## src/rtl/ram_dp_param.sv

```systemverilog
// ram_dp_param: parameterised simple dual-port RAM (one write port, one read
// port, one clock) with byte enables, selectable read-during-write policy,
// optional output register and a zero-fill clear engine.
module ram_dp_param #(
    parameter int DATA_W   = 8,
    parameter int ADDR_W   = 4,
    parameter int OUT_REG  = 0,
    parameter int RDW_MODE = 0
) (
    input  logic                clk,
    input  logic                rst,
    input  logic                wr,
    input  logic [ADDR_W-1:0]   wr_addr,
    input  logic [DATA_W-1:0]   d_in,
    input  logic [DATA_W/8-1:0] be,
    input  logic                re,
    input  logic [ADDR_W-1:0]   re_addr,
    input  logic                clr,
    output logic [DATA_W-1:0]   d_out,
    output logic                d_valid,
    output logic                busy
);

    localparam int DEPTH = 2 ** ADDR_W;
    localparam int NB    = DATA_W / 8;

    typedef enum logic {CLEAR, IDLE} state_t;

    state_t              r_state;
    logic [ADDR_W-1:0]   r_cnt;
    logic                r_busy;
    logic [DATA_W-1:0]   r_mem [DEPTH];

    logic                w_wr_acc;
    logic                w_rd_acc;
    logic [DATA_W-1:0]   w_rd_word;

    // clr wins over a same-cycle user access; nothing is accepted while clearing
    assign w_wr_acc = !r_busy && wr && !clr;
    assign w_rd_acc = !r_busy && re && !clr;
    assign busy     = r_busy;

    // Clear engine FSM: sweeps the counter over every address, then idles
    always_ff @(posedge clk or negedge rst) begin
        if (!rst) begin
            r_state <= CLEAR;
            r_cnt   <= '0;
            r_busy  <= 1'b1;
        end else begin
            case (r_state)
                CLEAR: begin
                    r_cnt <= r_cnt + 1'b1;
                    if (r_cnt == ADDR_W'(DEPTH - 1)) begin
                        r_state <= IDLE;
                        r_busy  <= 1'b0;
                    end
                end
                default: begin
                    if (clr) begin
                        r_state <= CLEAR;
                        r_cnt   <= '0;
                        r_busy  <= 1'b1;
                    end
                end
            endcase
        end
    end

    // Storage array: zero-fill while clearing, otherwise byte-enabled writes.
    // Deliberately not reset, so it maps onto plain RAM.
    always_ff @(posedge clk) begin
        if (r_busy) begin
            r_mem[r_cnt] <= '0;
        end else if (w_wr_acc) begin
            for (int i = 0; i < NB; i++) begin
                if (be[i]) r_mem[wr_addr][i*8 +: 8] <= d_in[i*8 +: 8];
            end
        end
    end

    // Read word with optional byte-merged bypass for same-address collisions
    always_comb begin
        w_rd_word = r_mem[re_addr];
        if (RDW_MODE != 0 && w_wr_acc && wr_addr == re_addr) begin
            for (int i = 0; i < NB; i++) begin
                if (be[i]) w_rd_word[i*8 +: 8] = d_in[i*8 +: 8];
            end
        end
    end

    generate
        if (OUT_REG != 0) begin : g_oreg
            logic [DATA_W-1:0] r_s1_data;
            logic              r_s1_vld;

            // First read stage: capture array word for accepted reads
            always_ff @(posedge clk or negedge rst) begin
                if (!rst) begin
                    r_s1_data <= '0;
                    r_s1_vld  <= 1'b0;
                end else begin
                    r_s1_vld <= w_rd_acc;
                    if (w_rd_acc) r_s1_data <= w_rd_word;
                end
            end

            // Output stage: d_out only moves when a valid word arrives
            always_ff @(posedge clk or negedge rst) begin
                if (!rst) begin
                    d_out   <= '0;
                    d_valid <= 1'b0;
                end else begin
                    d_valid <= r_s1_vld;
                    if (r_s1_vld) d_out <= r_s1_data;
                end
            end
        end else begin : g_noreg
            // Single read stage: d_out only moves on an accepted read
            always_ff @(posedge clk or negedge rst) begin
                if (!rst) begin
                    d_out   <= '0;
                    d_valid <= 1'b0;
                end else begin
                    d_valid <= w_rd_acc;
                    if (w_rd_acc) d_out <= w_rd_word;
                end
            end
        end
    endgenerate

endmodule

```

## config.mk

```make
export PLATFORM = sky130hd
export DESIGN_NAME = ram_dp_param
export DESIGN_NICKNAME = d
export VERILOG_FILES = /design/src/rtl/ram_dp_param.sv
export SDC_FILE = /design/constraint.sdc
export NUM_CORES = 1
export LEC_CHECK = 0
export ABC_AREA = 0
export ABC_CLOCK_PERIOD_IN_PS = 2690
export CAP_MARGIN = 20
export CORE_ASPECT_RATIO = 0.9
export CORE_MARGIN = 2
export CORE_UTILIZATION = 55
export CTS_CLUSTER_DIAMETER = 50
export CTS_CLUSTER_SIZE = 12
export DETAILED_ROUTE_END_ITERATION = 10
export PLACE_DENSITY = 0.74
export SETUP_SLACK_MARGIN = 0.1
export SYNTH_ARGS = -nofsm -noshare
export SYNTH_HDL_FRONTEND = slang
export SYNTH_SLANG_ARGS = --single-unit
```

## constraint.sdc

```tcl
create_clock -name clk -period 2.69 [get_ports clk]
set_input_delay 0.4035 -clock clk [delete_from_list [all_inputs] [get_ports clk]]
set_output_delay 0.4035 -clock clk [all_outputs]
set_load 0.03 [all_outputs]
```

==> run metrics, run 1 <==
area added between synthesis and finish=21.3%; outcome=finished, final reports clean; postcts setup bufs=0; Lkg Pwr=2.44 nW; Max-cap violations=0; clk sinks=143; DR iter-0 viols=295; Post-Syn Instances=305; drt via density=6.21; fmax=0.412 GHz; CTS Buf Count=17; register area share after synthesis=73.5%; Switching Fraction=24.5%; Max Slew Vio Count=0; Slowest-stage cell, CP=nor2_1; FF+latch count, synth=143; I/O pin cnt=32; cts-stage hold buffer count=0; Fin. Hold Viols=0; vias post-DR=3137; setup TNS=0 ns; clock skew=0.00967 ns; min-delay worst type=in -> async; area of the multi-input gates=1410 um^2; per-cell routed wire length=23.4 um; DRT antenna net count=0; Worst VDD drop=0.463 mV; RSZ-0062 raised after global routing=no; clk slew on worst S/H paths=0.06 ns; biggest area consumer among synthesized cells=edfxtp_1; crit-path max cell delay=0.77 ns; part of the cycle the worst path needs=90.2%; Clock Root Buffer=clkbuf_16; clk_lat worst skew=0.41 ns; cell-internal power=4.60 mW; share of layout cells above drive strength 1=23.4%; vias in the first global route=3056; initial cell density of the core=56.3%; metal3 WL=1010 um; syn avg cell area=18.8 um^2; Unique masters post-synth=37; hold_ws=0.438 ns; crit-path leading delay family=simple AND/OR/NAND/NOR gates; largest cells by area after synthesis=edfxtp_1, mux4_2, dfrtp_1; DRC Markers=0; WL final=11800 um; CTS max path bufs=2; Final GP Congestion=0.818; power share of the combinational group=14.4%; PD cells=874 nW/um^2; CTS resizes=0; Final Setup Violations=0; worst slew pin tran=0.951 ns; Ys Warns=0; wl on met1=5130 um; CP cell instances=clkdlybuf4s50_1 > nor4bb_2 > buf_4 > nor2b_1 > a32oi_1 > nor2_1; DIE HEIGHT=101 um; CP endpoint kind=register; Die X=112 um; H-tree depth=4; WP data required=2.72 ns; Data arrival, critical path=2.46 ns; crit path time final=2.43 ns; startpoint type of the worst setup path=input pin; clock power share=40.2%; first drt pass iteration count=5; Post-Syn Area=5740 um^2; Max Used Layer=met4; sequential share of power=45.4%; All-Layer GR Usage=22.8%; Psw=1.49 mW; met2 wire len=5480 um; total power=6.09 mW; CP bufs+invs=2; crit path max fanout=14; TritonCTS clock tree=yes; HPWL Detailed=7630 um; Port Buf Inserts=31; Post-Synthesis Net Count=328; Max-Slew Margin vs Limit=36.3%; Synth top area share=66.9%; first-pass GRT wire length=18300 um; Die Area=11300 um^2; Final Net Count=386; initial antenna violation count=0; grt ovf=0; fill count=619; n_diodes=0; largest net degree at the start of global routing=29; Setup CP Type=in -> reg; Placeable Area=10200 um^2; # rows=35; Register Area=4220 um^2
==> worst paths after layout <==
path	startpoint	to	slack, ns	cells after the start
setup reg to reg	busy	r_mem[9][7]	0.27	6
max in group asynchronous	rst	d_out[7]	1.78	1
hold / removal	rst	d_valid	0.44	1
min in group clk	d_out[3]	d_out[3]	0.50	2
hold reg to reg	d_out[3]	d_out[3]	0.50	2
setup / recovery	clr	r_mem[9][7]	0.26	6
==> layer usage <==
layer / vias to the layer above / track usage [%]
met3: 16 / 6.13
li1: 1348 / -
met5: - / 0
met2: 178 / 34.3
met1: 1595 / 33.0
met4: 0 / 7.50
==> area by class of cell <==
class,instances,area share [%]
Timing Repair Buffer,57,7.54
Inverter,6,0.323
Tap cell,129,2.32
Multi-Input combinational cell,138,20.2
Sequential cell,143,60.6
Clock inverter,13,2.66
Clock buffer,19,6.36
==> sequential cells by signal, summed over array words and instances (netlist names) <==
signal   count
busy         1
d_out        8
d_valid      1
r_cnt        4
r_mem      128
r_state      1
==> cell usage in the layout, fill, tap and decap left out, types with 3 or more instances in the layout <==
master | Yosys | final
edfxtp_1 | 128 | 128
nand2_1 | 8 | 8
nor3b_1 | 3 | 3
clkinv_2 | 0 | 3
bufinv_16 | 0 | 4
nor2_1 | 23 | 23
and2_1 | 9 | 9
clkbuf_16 | 0 | 17
nor2b_1 | 3 | 3
mux4_2 | 21 | 21
nor3_1 | 7 | 7
nand3_1 | 5 | 5
a21oi_1 | 3 | 3
a31oi_1 | 7 | 7
buf_4 | 0 | 24
mux4_1 | 8 | 8
mux2i_1 | 12 | 12
inv_1 | 6 | 6
dfrtp_1 | 14 | 14
o21ai_0 | 3 | 3
mux2_2 | 7 | 7
a221o_1 | 6 | 6
clkdlybuf4s50_1 | 0 | 30
==> power by group through the flow <==
stage	sequential, mW	clock, mW	combinational [mW]
6_report	2.76	2.45	0.876
5_1_grt	2.78	2.58	0.938
4_1_cts	2.76	2.47	0.878
3_5_place_dp	2.80	0	0.872
3_3_place_gp	2.79	0	0.851
2_1_floorplan	2.84	0	0.440
==> metrics by stage <==
stage,utilization (%),cell area (um^2),setup WS (ns),instances
2_1_floorplan,-,5740,0.543,305
3_3_place_gp,62.1,6340,-0.0864,473
3_5_place_dp,62.1,6340,-0.159,473
4_1_cts,68.3,6970,0.251,505
5_1_grt,68.3,6970,0.118,505
6_report,68.3,6970,0.263,505
==> logic make-up after synthesis <==
logic type,after synthesis,synth area share (%)
muxes,48,15.4
DFF,143,73.5
adders and majority gates,1,0.218
and+or+nand+nor,62,5.34
xor gates and xnor gates,2,0.305
buffers and inverters,24,2.13
AOI/OAI and AO/OA,25,3.18
==> cells in the mapped netlist <==
master     number
edfxtp_1      128
nor2_1         23
mux4_2         21
dfrtp_1        14
mux2i_1        12
and2_1          9
clkbuf_1        9
mux4_1          8
nand2_1         8
a31oi_1         7
mux2_2          7
nor3_1          7
a221o_1         6
inv_1           6
buf_2           5
nand3_1         5
a21oi_1         3
nor2b_1         3
nor3b_1         3
o21ai_0         3
buf_6           2
a221oi_1        1
a2bb2oi_1       1
a32oi_1         1
and3_1          1
buf_1           1
buf_8           1
dfstp_2         1
ha_1            1
nand3b_1        1
nand4b_1        1
nor4bb_1        1
o2111ai_1       1
o21bai_1        1
o22ai_1         1
xnor2_1         1
xor2_1          1
Note: power is estimated with default switching activity, not from simulation.
==> inputs of run 2 (changes only) <==
--- a/config.mk
+++ b/config.mk
@@ -11,6 +11,7 @@
 export CORE_ASPECT_RATIO = 0.9
 export CORE_MARGIN = 2
 export CORE_UTILIZATION = 55
+export CTS_BUF_LIST = sky130_fd_sc_hd__clkbuf_4
 export CTS_CLUSTER_DIAMETER = 50
 export CTS_CLUSTER_SIZE = 12
 export DETAILED_ROUTE_END_ITERATION = 10
==> run metrics, run 2 (same netlist as run 1, synthesis figures left out) <==
clock power share=29.3%; Fin. Hold Viols=0; first drt pass iteration count=6; outcome=finished, final reports clean; # rows=35; initial antenna violation count=1; Data arrival, critical path=2.56 ns; RSZ-0062 raised after global routing=no; setup ws final=0.274 ns; hold_ws=0.321 ns; Finished Cell Area=6660 um^2; Max-Slew Margin vs Limit=36.7%; flop-to-flop setup slack=0.27 ns; RR Startpoint=busy; Worst VDD drop=0.436 mV; Finished Layout Cells=506; PD cells=770 nW/um^2; per-cell routed wire length=22.7 um; largest net degree at the start of global routing=29; Reg with most FFs=r_mem; Largest regs=r_mem x128, d_out x8, r_cnt x4; grt ovf=0; All-Layer GR Usage=22.2%; Die Area=11300 um^2; postcts setup bufs=0; fmax=0.414 GHz; initial cell density of the core=56.3%; CP endpoint kind=register; fill count=670; clk sinks=143; DRC Markers=0; TritonCTS clock tree=yes; Placeable Area=10200 um^2; Cells after DPL=473; cts-stage hold buffer count=0; DRT antenna net count=0; most frequent cells in the layout=edfxtp_1, clkdlybuf4s50_1, buf_4; drt via density=6.23; sequential share of power=53.6%; leading cell type in the layout, fill and taps excluded=edfxtp_1; post-place instance area=6340 um^2; HPWL Detailed=7630 um; clk_lat worst skew=0.51 ns; cell-internal power=3.76 mW; CTS Buf Count=17; reg2reg end=r_mem[9][1]; Lkg Pwr=2.31 nW; WP data required=2.83 ns; Clock Root Buffer=clkbuf_4; vias in the first global route=3026; Final Setup Violations=0; Final Net Count=386; Port Buf Inserts=31; R2R cell count=6; power share of the combinational group=17.1%; Max Slew Vio Count=0; clock skew=0.0130 ns; startpoint type of the worst setup path=register; Setup CP Type=reg -> reg; first-pass GRT wire length=17800 um; crit path max fanout=14; Util after Layout=65.3%; Final GP Congestion=0.818; Max-cap violations=0; DR iter-0 viols=316; CTS resizes=0; clk slew on worst S/H paths=0.13 ns; min-delay worst type=in -> async; I/O pin cnt=32; CTS max path bufs=2; worst slew pin tran=0.946 ns; DIE HEIGHT=101 um; part of the cycle the worst path needs=89.8%; H-tree depth=4; area added between synthesis and finish=16.0%; setup TNS=0 ns; crit path time final=2.42 ns; WL final=11500 um; Die X=112 um; Psw=1.37 mW; vias post-DR=3153; max FFs per register=128; total power=5.13 mW; share of layout cells above drive strength 1=23.4%; Switching Fraction=26.7%; DP Worst Slack=-0.159 ns
## run 2: changes by cell type in the layout (fill, tap and decap cells not counted)
| cell | change |
|---|---|
| diode_2 | +1 |
| clkinv_1 | +1 |
| clkbuf_4 | +18 |
| clkbuf_16 | -17 |
| clkbuf_1 | -1 |
| clkbuf_8 | -1 |
## run 2: final cells by class
| type | count | area [um^2] | share of cell area (%) |
|---|---|---|---|
| Timing Repair Buffer | 57 | 526 | 7.89 |
| Multi-Input combinational cell | 138 | 1410 | 21.1 |
| Tap cell | 129 | 161 | 2.42 |
| Antenna cell | 1 | 2.50 | 0.0376 |
| Inverter | 6 | 22.5 | 0.338 |
| Clock inverter | 14 | 189 | 2.84 |
| Sequential cell | 143 | 4220 | 63.3 |
| Clock buffer | 18 | 135 | 2.03 |
## run 2: power by group through the flow
| stage | Sequential, mW | Clock (mW) | Combinational (mW) |
|---|---|---|---|
| after floorplan | 2.84 | 0 | 0.440 |
| after global placement | 2.79 | 0 | 0.851 |
| after detailed placement | 2.80 | 0 | 0.872 |
| after CTS | 2.75 | 1.52 | 0.875 |
| after global routing | 2.78 | 1.62 | 0.936 |
| final | 2.75 | 1.50 | 0.877 |
## run 2: critical path: stages (launching register included)
cell and delay [ns]:
dfstp_2 0.62, nor4bb_2 0.07, buf_4 0.18, nor3b_1 0.21, a31oi_1 0.10, buf_4 0.16, nor2_1 0.71
## run 2: metal layers
| metal | vias to the layer above | GRT usage [%] | part of all wire, % |
|---|---|---|---|
| met3 | 24 | 5.53 | 8.6 |
| li1 | 1348 | - | - |
| met1 | 1596 | 32.4 | 43 |
| met2 | 185 | 33.5 | 47 |
| met4 | 0 | 7.22 | 2.0 |
| met5 | - | 0 | 0 |
## run 2: how the worst max path moves through the flow
stage	start	endpoint	slack (ns)	depth (start not counted)
global placement	be	r_mem[9][6]	-0.09	6
finish	busy	r_mem[9][1]	0.27	6
detailed placement	clr	r_mem[9][6]	-0.16	6
CTS	busy	r_mem[9][1]	0.26	5
global route	busy	r_mem[9][4]	0.13	5
floorplan	busy	r_mem[1][0]	0.54	5
